[config.mk]
export PLATFORM = sky130hd
export DESIGN_NAME = uart_rx
export DESIGN_NICKNAME = d
export VERILOG_FILES = /design/src/rtl/uart_pkg.sv /design/src/rtl/uart_rx_fifo.sv /design/src/rtl/uart_rx.sv
export SDC_FILE = /design/constraint.sdc
export NUM_CORES = 1
export LEC_CHECK = 0
export ABC_AREA = 1
export BUFFER_PORTS_ARGS = -buffer_cell sky130_fd_sc_hd__buf_2
export CAP_MARGIN = 20
export CORE_UTILIZATION = 25
export DETAILED_ROUTE_END_ITERATION = 7
export GPL_ROUTABILITY_DRIVEN = 1
export GPL_TIMING_DRIVEN = 0
export MAX_ROUTING_LAYER = met4
export SLEW_MARGIN = 30
export SYNTH_ARGS = -nofsm -noshare
export SYNTH_HDL_FRONTEND = slang
export SYNTH_HIERARCHICAL = 1
export SYNTH_SLANG_ARGS = --single-unit
export TNS_END_PERCENT = 1
[constraint.sdc]
create_clock -name CLK -period 3.9 [get_ports CLK]
set_input_delay 0.39 -clock CLK [delete_from_list [all_inputs] [get_ports CLK]]
set_output_delay 0.39 -clock CLK [all_outputs]
set_load 0.02 [all_outputs]
[src/rtl/uart_pkg.sv]
`default_nettype none
// ============================================================================
// Module      : uart_pkg
// Description : Shared UART definitions: receiver FSM encoding, 8N1 frame
//               constants and the clocks-per-bit derivation helpers.
// Revision    : 1.0 - initial release
// ============================================================================
package uart_pkg;

   // 8N1 frame shape
   localparam int C_DATA_BITS = 8;
   localparam int C_STOP_BITS = 1;

   // Receiver state encoding
   typedef enum logic [2:0] {
      ST_IDLE  = 3'd0,
      ST_START = 3'd1,
      ST_DATA  = 3'd2,
      ST_STOP  = 3'd3,
      ST_BREAK = 3'd4
   } rx_state_e;

   // Whole system clocks per serial bit (truncated)
   function automatic int calc_clks_per_bit(input int clock_freq, input int baud_rate);
      return clock_freq / baud_rate;
   endfunction

   // Counter value at the centre of a bit
   function automatic int calc_half_bit(input int clock_freq, input int baud_rate);
      return calc_clks_per_bit(clock_freq, baud_rate) / 2;
   endfunction

endpackage
`default_nettype wire

[src/rtl/uart_rx_fifo.sv]
`default_nettype none
// ============================================================================
// Module      : uart_rx_fifo
// Description : Synchronous first-word-fall-through FIFO with a registered
//               head output. A push into a full FIFO is dropped and flagged,
//               unless a pop in the same cycle makes room for it.
// Revision    : 1.0 - initial release
// ============================================================================
module uart_rx_fifo #(
   parameter int DATA_W     = 8,
   parameter int DEPTH_LOG2 = 4
) (
   input  logic              clk,
   input  logic              rst_n,
   input  logic              i_push,
   input  logic [DATA_W-1:0] i_push_data,
   input  logic              i_pop,
   output logic [DATA_W-1:0] o_rd_data,
   output logic              o_rd_valid,
   output logic              o_overrun
);

   localparam int C_DEPTH = 1 << DEPTH_LOG2;
   localparam int C_PTR_W = DEPTH_LOG2 + 1;

   logic [DATA_W-1:0]  mem_q [C_DEPTH];
   logic [C_PTR_W-1:0] wr_ptr_q, wr_ptr_d;
   logic [C_PTR_W-1:0] rd_ptr_q, rd_ptr_d;
   logic [DATA_W-1:0]  rd_data_q, rd_data_d;
   logic               rd_valid_q, rd_valid_d;
   logic               w_empty, w_full, w_do_push, w_do_pop;

   // Pointer update, push/pop qualification and next head-of-queue value
   always_comb begin
      w_empty   = (wr_ptr_q == rd_ptr_q);
      w_full    = (wr_ptr_q[DEPTH_LOG2] != rd_ptr_q[DEPTH_LOG2]) &&
                  (wr_ptr_q[DEPTH_LOG2-1:0] == rd_ptr_q[DEPTH_LOG2-1:0]);
      w_do_pop  = i_pop && !w_empty;
      // A simultaneous pop frees the slot the push needs, even when full
      w_do_push = i_push && (!w_full || w_do_pop);
      o_overrun = i_push && !w_do_push;

      wr_ptr_d = wr_ptr_q;
      rd_ptr_d = rd_ptr_q;
      if (w_do_push) wr_ptr_d = wr_ptr_q + C_PTR_W'(1);
      if (w_do_pop)  rd_ptr_d = rd_ptr_q + C_PTR_W'(1);

      rd_valid_d = (wr_ptr_d != rd_ptr_d);
      // Entries already stored lie in [rd_ptr_q, wr_ptr_q); the new head is
      // either one of those or the byte being pushed right now.
      if (rd_ptr_d != wr_ptr_q) begin
         rd_data_d = mem_q[rd_ptr_d[DEPTH_LOG2-1:0]];
      end else if (w_do_push) begin
         rd_data_d = i_push_data;
      end else begin
         rd_data_d = rd_data_q;
      end
   end

   // Storage array; contents need no reset since the pointers qualify them
   always_ff @(posedge clk) begin
      if (w_do_push) mem_q[wr_ptr_q[DEPTH_LOG2-1:0]] <= i_push_data;
   end

   // Pointer and registered-output state
   always_ff @(posedge clk) begin
      if (!rst_n) begin
         wr_ptr_q   <= '0;
         rd_ptr_q   <= '0;
         rd_data_q  <= '0;
         rd_valid_q <= 1'b0;
      end else begin
         wr_ptr_q   <= wr_ptr_d;
         rd_ptr_q   <= rd_ptr_d;
         rd_data_q  <= rd_data_d;
         rd_valid_q <= rd_valid_d;
      end
   end

   assign o_rd_data  = rd_data_q;
   assign o_rd_valid = rd_valid_q;

endmodule
`default_nettype wire

[src/rtl/uart_rx.sv]
`default_nettype none
// ============================================================================
// Module      : uart_rx
// Description : 8N1 serial receiver. Synchronises RX, detects the start edge,
//               judges each bit by a 3-sample mid-bit majority vote and
//               queues bytes in a FWFT FIFO with sticky error flags.
// Revision    : 1.0 - initial release
// ============================================================================
module uart_rx
   import uart_pkg::*;
#(
   parameter int CLOCK_FREQ      = 25125000,
   parameter int BAUD_RATE       = 115200,
   parameter int FIFO_DEPTH_LOG2 = 4
) (
   input  logic                   CLK,
   input  logic                   RSTb,
   input  logic                   RX,
   output logic [C_DATA_BITS-1:0] RD_DATA,
   output logic                   RD_VALID,
   input  logic                   RD_ACK,
   output logic                   FRAME_ERR,
   output logic                   OVERRUN,
   input  logic                   ERR_CLEAR
);

   localparam int C_CLKS_PER_BIT = calc_clks_per_bit(CLOCK_FREQ, BAUD_RATE);
   localparam int C_HALF_BIT     = calc_half_bit(CLOCK_FREQ, BAUD_RATE);
   localparam int C_CNT_W        = $clog2(C_CLKS_PER_BIT);
   localparam int C_IDX_W        = $clog2(C_DATA_BITS);

   logic                   rx_meta_q, rx_sync_q, rx_prev_q;
   rx_state_e              state_q, state_d;
   logic [C_CNT_W-1:0]     cnt_q, cnt_d;
   logic [C_IDX_W-1:0]     bit_idx_q, bit_idx_d;
   logic [C_DATA_BITS-1:0] shift_q, shift_d;
   logic [1:0]             vote_q, vote_d;
   logic                   frame_err_q, frame_err_d;
   logic                   overrun_q, overrun_d;
   logic                   w_fall, w_decide, w_majority;
   logic                   w_push, w_frame_set, w_fifo_overrun;

   // Bit timing, majority sampling and frame sequencing
   always_comb begin
      w_fall      = rx_prev_q && !rx_sync_q;
      w_decide    = (cnt_q == C_CNT_W'(C_HALF_BIT + 1));
      w_majority  = (vote_q[0] && vote_q[1]) || (vote_q[0] && rx_sync_q) ||
                    (vote_q[1] && rx_sync_q);
      state_d     = state_q;
      cnt_d       = cnt_q;
      bit_idx_d   = bit_idx_q;
      shift_d     = shift_q;
      vote_d      = vote_q;
      w_push      = 1'b0;
      w_frame_set = 1'b0;

      // Free-running bit-period counter while a frame is in progress; the
      // decision point recurs exactly one bit period after the previous one.
      if (state_q == ST_START || state_q == ST_DATA || state_q == ST_STOP) begin
         cnt_d = (cnt_q == C_CNT_W'(C_CLKS_PER_BIT - 1)) ? '0 : cnt_q + C_CNT_W'(1);
      end
      if (cnt_q == C_CNT_W'(C_HALF_BIT - 1)) vote_d[0] = rx_sync_q;
      if (cnt_q == C_CNT_W'(C_HALF_BIT))     vote_d[1] = rx_sync_q;

      case (state_q)
         ST_IDLE: begin
            if (w_fall) begin
               state_d   = ST_START;
               cnt_d     = '0;
               bit_idx_d = '0;
            end
         end
         ST_START: begin
            if (w_decide) state_d = w_majority ? ST_IDLE : ST_DATA;
         end
         ST_DATA: begin
            if (w_decide) begin
               shift_d   = {w_majority, shift_q[C_DATA_BITS-1:1]};
               bit_idx_d = bit_idx_q + C_IDX_W'(1);
               if (bit_idx_q == C_IDX_W'(C_DATA_BITS - 1)) state_d = ST_STOP;
            end
         end
         ST_STOP: begin
            // Leave as soon as the stop bit is judged so a back-to-back
            // start edge is not missed.
            if (w_decide) begin
               if (w_majority) begin
                  w_push  = 1'b1;
                  state_d = ST_IDLE;
               end else begin
                  w_frame_set = 1'b1;
                  state_d     = ST_BREAK;
               end
            end
         end
         ST_BREAK: begin
            if (rx_sync_q) state_d = ST_IDLE;
         end
         default: state_d = ST_IDLE;
      endcase

      // Sticky flags: a set event beats a simultaneous clear
      frame_err_d = w_frame_set ? 1'b1 : (ERR_CLEAR ? 1'b0 : frame_err_q);
      overrun_d   = w_fifo_overrun ? 1'b1 : (ERR_CLEAR ? 1'b0 : overrun_q);
   end

   // Synchroniser, edge history, FSM and flag registers
   always_ff @(posedge CLK) begin
      if (!RSTb) begin
         rx_meta_q   <= 1'b1;
         rx_sync_q   <= 1'b1;
         rx_prev_q   <= 1'b1;
         state_q     <= ST_IDLE;
         cnt_q       <= '0;
         bit_idx_q   <= '0;
         shift_q     <= '0;
         vote_q      <= '0;
         frame_err_q <= 1'b0;
         overrun_q   <= 1'b0;
      end else begin
         rx_meta_q   <= RX;
         rx_sync_q   <= rx_meta_q;
         rx_prev_q   <= rx_sync_q;
         state_q     <= state_d;
         cnt_q       <= cnt_d;
         bit_idx_q   <= bit_idx_d;
         shift_q     <= shift_d;
         vote_q      <= vote_d;
         frame_err_q <= frame_err_d;
         overrun_q   <= overrun_d;
      end
   end

   uart_rx_fifo #(
      .DATA_W     (C_DATA_BITS),
      .DEPTH_LOG2 (FIFO_DEPTH_LOG2)
   ) u_fifo (
      .clk         (CLK),
      .rst_n       (RSTb),
      .i_push      (w_push),
      .i_push_data (shift_q),
      .i_pop       (RD_ACK),
      .o_rd_data   (RD_DATA),
      .o_rd_valid  (RD_VALID),
      .o_overrun   (w_fifo_overrun)
   );

   assign FRAME_ERR = frame_err_q;
   assign OVERRUN   = overrun_q;

endmodule
`default_nettype wire

### After elaboration in Yosys (flattened, before gate mapping)

Memory sizes are Yosys's and may differ from the RTL's.
Index checks and enable logic that the tools add are counted.

* register bits after elaboration: 48
* RAM bits: 128
* bits of input ports: 5
* output and inout bits: 11
* word-level logic and storage cells: 96
* memories: 1

Memory list
* u_fifo.mem_q: depth 16, bits a word 8, rd ports 1, clocked after memory_dff 0, wr ports 1, line uart_rx_fifo.sv:26 `logic [DATA_W-1:0] mem_q [C_DEPTH];`

* add/subtract/negate cells: 4
* eq/ne operators: 20
* multiplexer cells: 31
* reductions and logical operators: 25

Operators by type and width (count)
* $mux W8: 6
* $mux W3: 9
* $eq A8 B7 Y1 const B: 3
* $pmux W3 S5: 1
* $mux W1: 11
* $add A5 B1 Y5 const B: 2
* $mux W5: 2
* $ne A2 B2 Y1 const B: 5
* $ne A5 B5 Y1: 2
* $add A8 B1 Y8 const B: 1
* $eq A8 B8 Y1 const B: 1
* $logic_and A1 B1 Y1: 8
* $reduce_bool A2 Y1: 4
* $eq A3 B2 Y1 const B: 2
* $eq A3 B3 Y1 const B: 2
* $pmux W3 S2: 1
* $reduce_and A6 Y1: 1
* $eq A5 B5 Y1: 1
* $logic_or A1 B1 Y1: 5
* $eq A4 B4 Y1: 1
* $logic_not A1 Y1: 4
* $add A3 B1 Y3 const B: 1
* $eq A3 B1 Y1 const B: 1
* $logic_not A3 Y1: 1
* 5 further kinds: 5

### Longest topological paths before layout

Gate-level depths: netlist of run 1.

* word-level depth: 10
* gate-level depth with buffers: 18
* mapped depth without buffers: 16

### Hierarchy

Netlist of run 1, hierarchy kept.

Modules (own cells, without submodules)
* uart_rx_fifo: instances 1, cells each 695, area an instance 6899.1 sq um
* uart_rx: instances 1, cells each 190, area an instance 1358.8 sq um

### Least setup slack after synthesis of run 1

OpenSTA, ideal clock, no wires.

* kind: register to register
* start point: register cnt_q[0]
* end point: register u_fifo.rd_valid_q, in the netlist u_fifo/o_rd_valid
* library setup time: 0.109 ns
* data arrival time: 2.415 ns
* required time: 3.791 ns
* slack: 1.377 ns
* stages on the path, launching flop included: 15
* buffers on the path: 0
* period minus slack after synthesis: 2.523 ns
* path through: dfxtp_1 > inv_1 > ha_1 > inv_1 > nor2_1 > nand2_1 > nor3_1 > nand2_1 > inv_1 > nand2_1 > nor2_1 > xor2_1 > nand3_1 > nand2_1 > inv_1

* longest elaborated chain between the ends: 6

RTL lines
* start: declaration: line uart_rx.sv:34 `logic [C_CNT_W-1:0] cnt_q, cnt_d;`
* start signal: assignment: line uart_rx.sv:125 `cnt_q <= cnt_d;`
* $eq A8 B7 Y1: line uart_rx.sv:46 `w_decide = (cnt_q == C_CNT_W'(C_HALF_BIT + 1));`
* $mux W1: line uart_rx.sv:86 `if (w_decide) begin`
* $mux W1: line uart_rx.sv:65 `case (state_q)`
* named net w_push: line uart_rx.sv:41 `logic w_push, w_frame_set, w_fifo_overrun;`
* $logic_and A1 B1 Y1: line uart_rx_fifo.sv:40 `w_do_push = i_push && (!w_full || w_do_pop);`
* $mux W5: line uart_rx_fifo.sv:45 `if (w_do_push) wr_ptr_d = wr_ptr_q + C_PTR_W'(1);`
* $ne A5 B5 Y1: line uart_rx_fifo.sv:48 `rd_valid_d = (wr_ptr_d != rd_ptr_d);`
* end signal: assignment: line uart_rx_fifo.sv:76 `rd_valid_q <= rd_valid_d;`
* end: declaration: line uart_rx_fifo.sv:30 `logic rd_valid_q, rd_valid_d;`

The timed path passes the listed nets, and every way through them passes these cells.
A chain may end at the register's enable or synchronous reset.

### Final worst setup path of run 1

Same ends and word-level chain as after synthesis.

==> results.sh, run 1 <==
export IMPL_clock_sinks=176
export IMPL_n_fill_cell=3445
export IMPL_finalSetupViolCount=0
export IMPL_crit_required_ns=4.25
export IMPL_worstPathArrival_ns=3.58
export IMPL_die_w_um=183.7
export IMPL_place_gp_congestion=0.9015
export IMPL_num_rows=66
export IMPL_max_clock_path_buffers=2
export IMPL_io_buffer_count=15
export IMPL_drtIter0Drc=540
export IMPL_syn_num_nets=901
export IMPL_timing_fmax_mhz=309.4
export IMPL_cts_resized=0
export IMPL_hpwl_um=13750
export IMPL_synth_top_area_share_pct=46.55
export IMPL_cts_tree="built"
export IMPL_insertion_delay_ns=0.44
export IMPL_yosys_warnings=6
export IMPL_synth_cell_type_count=38
export IMPL_clock_skew_final_ns=0.01962
export IMPL_via_count=6061
export IMPL_status="complete, no violations"
export IMPL_routed_wl_um=20190
export IMPL_worstPathMaxFanout=11
export IMPL_core_mm2=0.03254
export IMPL_cts_root_buffer="clkbuf_16"
export IMPL_fin_nets=935
export IMPL_ys_ff_latch=176
export IMPL_ios=16
export IMPL_hold_viol=0
export IMPL_cts_buffers=17
export IMPL_drive_gt1_share_pct=9.764
export IMPL_via_per_inst=4.408
export IMPL_grt_pass1_vias=5692
export IMPL_synth_largest_area_cell="edfxtp_1"
export IMPL_rsz0062_at_grt="false"
export IMPL_yosys_top_cells_area="edfxtp_1, dfxtp_1, nand3_1"
export IMPL_crit_type="reg2reg"
export IMPL_routedWlPerCell_um=14.68
export IMPL_grt_pass1_wl_um=31430
export IMPL_drc_errors=0
export IMPL_cts_hold_buf=0
export IMPL_min_period_ns=3.232
export IMPL_ant_nets=0
export IMPL_final_common_cell="nand3_1"
export IMPL_htreeDepth=4
export IMPL_layout_setup_ws_ns=0.6676
export IMPL_syn2layout_area_growth_pct=15.21
export IMPL_synth_area_mm2=0.008258
export IMPL_grt_overflow=0
export IMPL_hold_path_class="in2reg"
export IMPL_period_share_pct=82.88
export IMPL_grt_max_degree=20
export IMPL_peakVddDrop_mv=0.4193
export IMPL_maxCapViolations=0
export IMPL_syn_area_per_cell_um2=9.331
export IMPL_netlist_instances=885
export IMPL_grtUsageTotal_pct=12.82
export IMPL_post_cts_buffers=0
export IMPL_startpoint_type="flop"
export IMPL_ys_seq_area_share_pct=58.18
export IMPL_drt_pass1_iter_count=5
export IMPL_antenna_found_initial=0
export IMPL_tns_ns=0
export IMPL_final_max_slew_viol_count=0
export IMPL_initial_core_util_pct=25.38
export IMPL_chipHeight_um=183.7
export IMPL_mostFrequentLayoutCells="nand3_1, nand2_1, inv_1"
export IMPL_dp_slack_ns=0.7090
export IMPL_clk_pin_slew_ns=0.08
export IMPL_design_die_area_mm2=0.03376
export IMPL_p_leak_nw=3.830
export IMPL_max_slew_margin_pct=36.24
export IMPL_worst_slew_pin_slew_ns=0.9551
export IMPL_crit_path_end_kind="flop"
export IMPL_p_per_area_mw_per_mm2=710.1
## worst max-delay path: stages, from the launching register on
cell and delay (ns):
dfxtp_1 0.36, inv_1 0.11, ha_1 0.15, inv_1 0.04, nor2_1 0.23, nand2_1 0.20
nor3_1 0.33, nand2_1 0.22, inv_1 0.27, nand2_1 0.24, nor2_2 0.60, xor2_1 0.20
nand3_1 0.09, nand2_1 0.07, inv_1 0.03
## worst paths after layout
check	startpoint	endpoint	slack, ns	cells after the start
max reg2reg	cnt_q[0]	u_fifo/o_rd_valid	0.67	14
max	cnt_q[0]	u_fifo/o_rd_valid	0.67	14
min	RX	rx_meta_q	0.14	2
min reg2reg	rx_meta_q	rx_sync_q	0.45	1
## layer usage
metal	wire, um	share of wire, %	vias to the layer above	GRT usage (%)
met5	0	0	-	-
met4	501	2.5	0	5.800
met3	1122	5.6	29	2.595
met2	9105	45	164	18.62
met1	9455	47	2873	17.12
li1	-	-	2995	-
## through the flow
stage	total power (W)	instance area, um2	util [%]	std cells	hold WS, ns
6_report	0.006756	9514	29.24	1375	0.1405
5_1_grt	0.007194	9512	29.23	1374	0.1159
4_1_cts	0.006769	9512	29.23	1374	0.1231
3_5_place_dp	0.004966	8889	27.32	1342	0.4175
3_3_place_gp	0.004924	8886	27.31	1342	0.4246
2_1_floorplan	0.004188	8258	-	885	0.3925
## Yosys cell counts (all sizes together)
cell     count
nand4        4
ha          11
buf         17
or2          2
edfxtp     128
a21oi       25
nor2        73
clkbuf      18
nand2      163
inv        145
o2111ai      8
xor2         7
nand3b      33
o21ai       20
xnor2        6
nand3      170
nor3         4
clkinv       1
o31ai        1
o21bai       1
dfxtp       48
## layout make-up
cell class	count	area, um2	area share (%)
clock inverters	15	197.7	2.078
flip-flops and latches	176	4805	50.50
plain buffers	35	147.6	1.552
repair buffers	15	75.07	0.7891
inverters	146	548.0	5.760
well taps	442	553.0	5.813
clock buffers	17	425.4	4.471
multi-input cells	528	2760	29.01
diodes	1	2.502	0.02630
## cell families after synthesis
group	synth area share (%)
flops	58.18
fa+ha+maj	1.667
buf+inv	8.424
compound gates	4.076
simple gates	25.95
xor+xnor	1.697
## flip-flops by register name, summed over array words and instances (netlist names)
| signal | cells |
|---|---|
| u_fifo/mem_q | 128 |
| cnt_q | 8 |
| shift_q | 8 |
| u_fifo/o_rd_data | 8 |
| u_fifo/rd_ptr_q | 5 |
| u_fifo/wr_ptr_q | 5 |
| bit_idx_q | 3 |
| state_q | 3 |
| vote_q | 2 |
| FRAME_ERR | 1 |
| OVERRUN | 1 |
| rx_meta_q | 1 |
| rx_prev_q | 1 |
| rx_sync_q | 1 |
| u_fifo/o_rd_valid | 1 |
## where the power goes
group / switching [W] / total, W / internal, W / leakage [nW]
sequential: 0.0000713 / 0.00212 / 0.00205 / 1.84
combinational: 0.00196 / 0.00285 / 0.000886 / 1.69
clock: 0.000805 / 0.00178 / 0.000980 / 0.301
(Power assumes the default switching activity.)
==> run 2: changes to the inputs <==
Clock period 3.9 ns to 2.96 ns, I/O delays scaled along.
==> results.sh, run 2 (synthesized netlist as in run 1, its figures left out) <==
export IMPL_startpoint_type="flop"
export IMPL_maxCapViolations=0
export IMPL_drt_pass1_iter_count=5
export IMPL_via_count=6137
export IMPL_cts_tree="built"
export IMPL_routedWlPerCell_um=14.73
export IMPL_max_slew_margin_pct=35.71
export IMPL_final_cell_area_mm2=0.009672
export IMPL_final_common_cell="nand3_1"
export IMPL_period_share_pct=95.94
export IMPL_cts_buffers=17
export IMPL_initial_core_util_pct=25.38
export IMPL_critPathTopFamily="simple AND/OR/NAND/NOR gates"
export IMPL_cts_root_buffer="clkbuf_16"
export IMPL_num_rows=66
export IMPL_instances_no_fill=1377
export IMPL_crit_type="reg2reg"
export IMPL_ant_nets=0
export IMPL_grt_pass1_wl_um=31510
export IMPL_worstHoldStart="RX"
export IMPL_crit_path_end_kind="flop"
export IMPL_timing_fmax_mhz=352.1
export IMPL_worst_slew_pin_slew_ns=0.9631
export IMPL_place_gp_congestion=0.9015
export IMPL_design_die_area_mm2=0.03376
export IMPL_crit_required_ns=3.26
export IMPL_numPlacedInstances=1342
export IMPL_grt_overflow=0
export IMPL_core_mm2=0.03254
export IMPL_cp_buffers_inverters=3
export IMPL_cp_startpoint="u_fifo/wr_ptr_q[0]"
export IMPL_mostFrequentLayoutCells="nand3_1, nand2_1, inv_1"
export IMPL_fin_nets=937
export IMPL_crit_top_cell="nand2_1"
export IMPL_antenna_found_initial=0
export IMPL_chipHeight_um=183.7
export IMPL_min_period_ns=2.840
export IMPL_clk_pin_slew_ns=0.07
export IMPL_grtUsageTotal_pct=12.85
export IMPL_routed_wl_um=20290
export IMPL_drc_errors=0
export IMPL_hold_viol=0
export IMPL_grt_max_degree=20
export IMPL_worstPathMaxFanout=10
export IMPL_p_leak_nw=3.848
export IMPL_hpwl_um=13750
export IMPL_grt_pass1_vias=5686
export IMPL_via_per_inst=4.457
export IMPL_hold_path_class="in2reg"
export IMPL_final_max_slew_viol_count=0
export IMPL_max_stage_delay_ns=0.50
export IMPL_peakVddDrop_mv=0.5619
export IMPL_drive_gt1_share_pct=12.74
export IMPL_rsz0062_at_grt="true"
export IMPL_htreeDepth=4
export IMPL_crit_slowest_cell="clkbuf_1"
export IMPL_dpl_instance_area_mm2=0.008889
export IMPL_syn2layout_area_growth_pct=17.12
export IMPL_status="complete, no violations"
export IMPL_worstPathArrival_ns=3.14
export IMPL_reg2reg_from="u_fifo/wr_ptr_q[0]"
export IMPL_io_buffer_count=15
export IMPL_finalSetupViolCount=0
export IMPL_max_clock_path_buffers=2
export IMPL_ios=16
export IMPL_clock_sinks=176
export IMPL_drtIter0Drc=573
export IMPL_path_cells="inv_2, nand2_1, nand2_1, nor2_2, nand3_2, nand2_4, inv_2, nand2_1, nand2_1, nand2_2, clkbuf_1, nand3_1, nand3_1, nand3_1, nand2_1, a21oi_1"
export IMPL_largest_register_ffs=128
export IMPL_clock_skew_final_ns=0.01567
export IMPL_insertion_delay_ns=0.44
export IMPL_p_per_area_mw_per_mm2=922.9
export IMPL_die_w_um=183.7
-- run 2: cell types whose count changed in the layout (fill, tap and decap cells not counted), sizes merged --
cell | previous run | this run
clkbuf | 35 | 38
buf | 32 | 31
clkinvlp | 1 | 2
inv | 151 | 150
-- run 2: layout make-up --
cell class / instances / area, um2
multi-input cells: 528 / 2893
flip-flops and latches: 176 / 4805
inverters: 146 / 551.8
repair buffers: 17 / 90.09
plain buffers: 35 / 153.9
clock buffers: 17 / 425.4
clock inverters: 15 / 197.7
well taps: 442 / 553.0
fillers: 3420 / 22860
diodes: 1 / 2.502
-- run 2: routing by layer --
layer / part of all wire, % / up-vias / track usage [%]
met1: 46 / 2904 / 17.23
met5: 0 / - / -
met4: 2.6 / 0 / 5.767
li1: - / 3006 / -
met2: 45 / 192 / 18.70
met3: 6.3 / 35 / 2.456
-- run 2: metrics by stage --
stage	util, %	TNS, ns	hold WS (ns)	power (W)	setup slack [ns]
2_1_floorplan	-	0	0.3925	0.005518	0.4365
3_3_place_gp	27.31	-9.237	0.4246	0.006487	-0.4764
3_5_place_dp	27.32	-11.05	0.4175	0.006543	-0.2310
4_1_cts	29.34	-3.510	0.02908	0.008919	-0.1484
5_1_grt	29.72	-0.2329	0.02191	0.009480	-0.05413
6_report	29.73	0	0.04640	0.008926	0.1202
-- run 2: final timing paths --
path                         endpoint  slack (ns)  depth (start not counted)
setup / recovery  u_fifo/o_rd_data[1]        0.12                         16
setup reg to reg  u_fifo/o_rd_data[1]        0.12                         16
hold reg to reg             rx_sync_q        0.45                          1
hold / removal              rx_meta_q        0.05                          2
-- run 2: timing repair --
action                                  CTS  global route
hold buffers                              0             0
setup buffers                             0             2
hold endpoints to repair                  0             0
endpoints found under the setup margin  130           138
pin swaps                                 0             2
gates cloned                              0             0
resized for setup                        13            31
-- run 2: where the power goes --
part | switching (W) | internal [W]
sequential | 0.0000947 | 0.00270
combinational | 0.00261 | 0.00117
clock | 0.00106 | 0.00129
total | 0.00376 | 0.00516
==> run 3: changes to the inputs <==
Settings changed: CORE_UTILIZATION 25 to 55, PLACE_DENSITY set to 0.74.
==> results.sh, run 3 (synthesized netlist as in run 1, its figures left out) <==
export IMPL_clock_skew_final_ns=0.008739
export IMPL_core_mm2=0.01459
export IMPL_p_per_area_mw_per_mm2=936.6
export IMPL_grt_pass1_vias=5910
export IMPL_finalPower_w=0.008701
export IMPL_final_cell_area_mm2=0.009290
export IMPL_num_rows=44
export IMPL_maxCapViolations=0
export IMPL_via_count=6219
export IMPL_routedWlPerCell_um=17.29
export IMPL_routed_wl_um=19330
export IMPL_finalSetupViolCount=0
export IMPL_instances_no_fill=1118
export IMPL_timing_fmax_mhz=360.8
export IMPL_drc_errors=0
export IMPL_crit_required_ns=3.25
export IMPL_dpl_instance_area_mm2=0.008566
export IMPL_io_buffer_count=15
export IMPL_clock_sinks=176
export IMPL_fin_worst_hold_slack_ns=0.05070
export IMPL_max_stage_delay_ns=0.46
export IMPL_fin_nets=937
export IMPL_drive_gt1_share_pct=11.88
export IMPL_peakVddDrop_mv=0.4587
export IMPL_initial_core_util_pct=56.60
export IMPL_hold_path_class="in2reg"
export IMPL_via_per_inst=5.563
export IMPL_largest_register_ffs=128
export IMPL_hpwl_um=12880
export IMPL_syn2layout_area_growth_pct=12.50
export IMPL_cts_buffers=17
export IMPL_clk_pin_slew_ns=0.07
export IMPL_num_antenna_cells=0
export IMPL_path_cells="inv_2, nand2_1, nand2_1, nor2_2, nand3_2, nand3_1, buf_2, clkbuf_1, nand3b_1, nand3_1, nand3_1, nand3_1, nand3_1, nand2_1, a21oi_1"
export IMPL_p_leak_nw=3.814
export IMPL_numPlacedInstances=1084
export IMPL_crit_type="reg2reg"
export IMPL_cts_root_buffer="clkbuf_16"
export IMPL_cts_tree="built"
export IMPL_worstPathMaxFanout=10
export IMPL_final_common_cell="nand3_1"
export IMPL_crit_top_cell="nand3_1"
export IMPL_final_max_slew_viol_count=0
export IMPL_ios=16
export IMPL_antenna_found_initial=0
export IMPL_startpoint_type="flop"
export IMPL_status="complete, no violations"
export IMPL_layout_setup_ws_ns=0.1882
export IMPL_grt_overflow=0
export IMPL_period_share_pct=93.64
export IMPL_ant_nets=0
export IMPL_hold_viol=0
export IMPL_chipHeight_um=124.5
export IMPL_grt_pass1_wl_um=30440
export IMPL_htreeDepth=4
export IMPL_worst_slew_pin_slew_ns=0.9303
export IMPL_mostFrequentLayoutCells="nand3_1, nand2_1, inv_1"
export IMPL_place_gp_congestion=0.9405
export IMPL_grtUsageTotal_pct=26.64
export IMPL_cts_hold_buf=0
export IMPL_crit_slowest_cell="dfxtp_1"
export IMPL_worstPathArrival_ns=3.07
export IMPL_dp_slack_ns=-0.1821
export IMPL_rsz0062_at_grt="true"
export IMPL_insertion_delay_ns=0.43
export IMPL_crit_path_end_kind="flop"
export IMPL_die_w_um=124.5
export IMPL_drt_pass1_iter_count=7
export IMPL_min_period_ns=2.772
export IMPL_max_slew_margin_pct=37.90
export IMPL_design_die_area_mm2=0.01551
export IMPL_max_clock_path_buffers=2
export IMPL_grt_max_degree=20
export IMPL_drtIter0Drc=552
-- run 3: cell types whose count changed in the layout (fill, tap and decap cells not counted), sizes merged --
cell      before  now
clkbuf        38   42
clkinvlp       2    3
diode          1    0
inv          150  145
-- run 3: area by class of cell --
cell class / instances / area, um2
Inverter: 146 / 551.8
Sequential cell: 176 / 4805
Clock buffer: 21 / 440.4
Tap cell: 184 / 230.2
Multi-Input combinational cell: 528 / 2890
Clock inverter: 11 / 115.1
Timing Repair Buffer: 17 / 102.6
Fill cell: 1159 / 5299
Buffer: 35 / 155.1
-- run 3: worst max-delay path: cells and delay by family, from the launching register on --
family	cells	cell delay, ns
flip-flops	1	0.46
AND/OR/NAND/NOR	11	1.30
buffers and inverters	3	0.78
AO/OA/AOI/OAI	1	0.06
-- run 3: timing repair --
| action | 4_1_cts | 5_1_grt |
|---|---|---|
| setup buffers | 0 | 2 |
| pin swaps | 0 | 2 |
| endpoints found under the setup margin | 130 | 138 |
| gates resized for setup | 14 | 29 |
-- run 3: stage by stage --
stage / util (%) / setup TNS (ns)
final: 63.68 / 0
after global routing: 63.68 / -0.06764
after CTS: 62.78 / -1.685
after detailed placement: 58.71 / -7.936
after global placement: 58.70 / -7.666
after floorplan: - / 0
-- run 3: worst paths after layout --
kind,startpoint,to,slack [ns],depth (start not counted)
setup / recovery,u_fifo/wr_ptr_q[0],u_fifo/o_rd_data[0],0.19,15
hold / removal,RX,rx_meta_q,0.05,2
setup reg to reg,u_fifo/wr_ptr_q[0],u_fifo/o_rd_data[0],0.19,15
hold reg to reg,rx_meta_q,rx_sync_q,0.41,1
-- run 3: power by group --
part	switching [W]	internal, W	leakage, nW
Clock	0.000900	0.00123	0.266
Combinational	0.00260	0.00117	1.71
Sequential	0.0000841	0.00271	1.84
Total	0.00359	0.00511	3.81
-- run 3: per-layer routing --
layer,share of wire (%),GRT usage [%],vias to the layer above
met4,3.2,13.39,0
met1,41,32.62,2942
met5,0,-,-
met2,49,41.73,232
met3,7.1,5.842,44
li1,-,-,3001
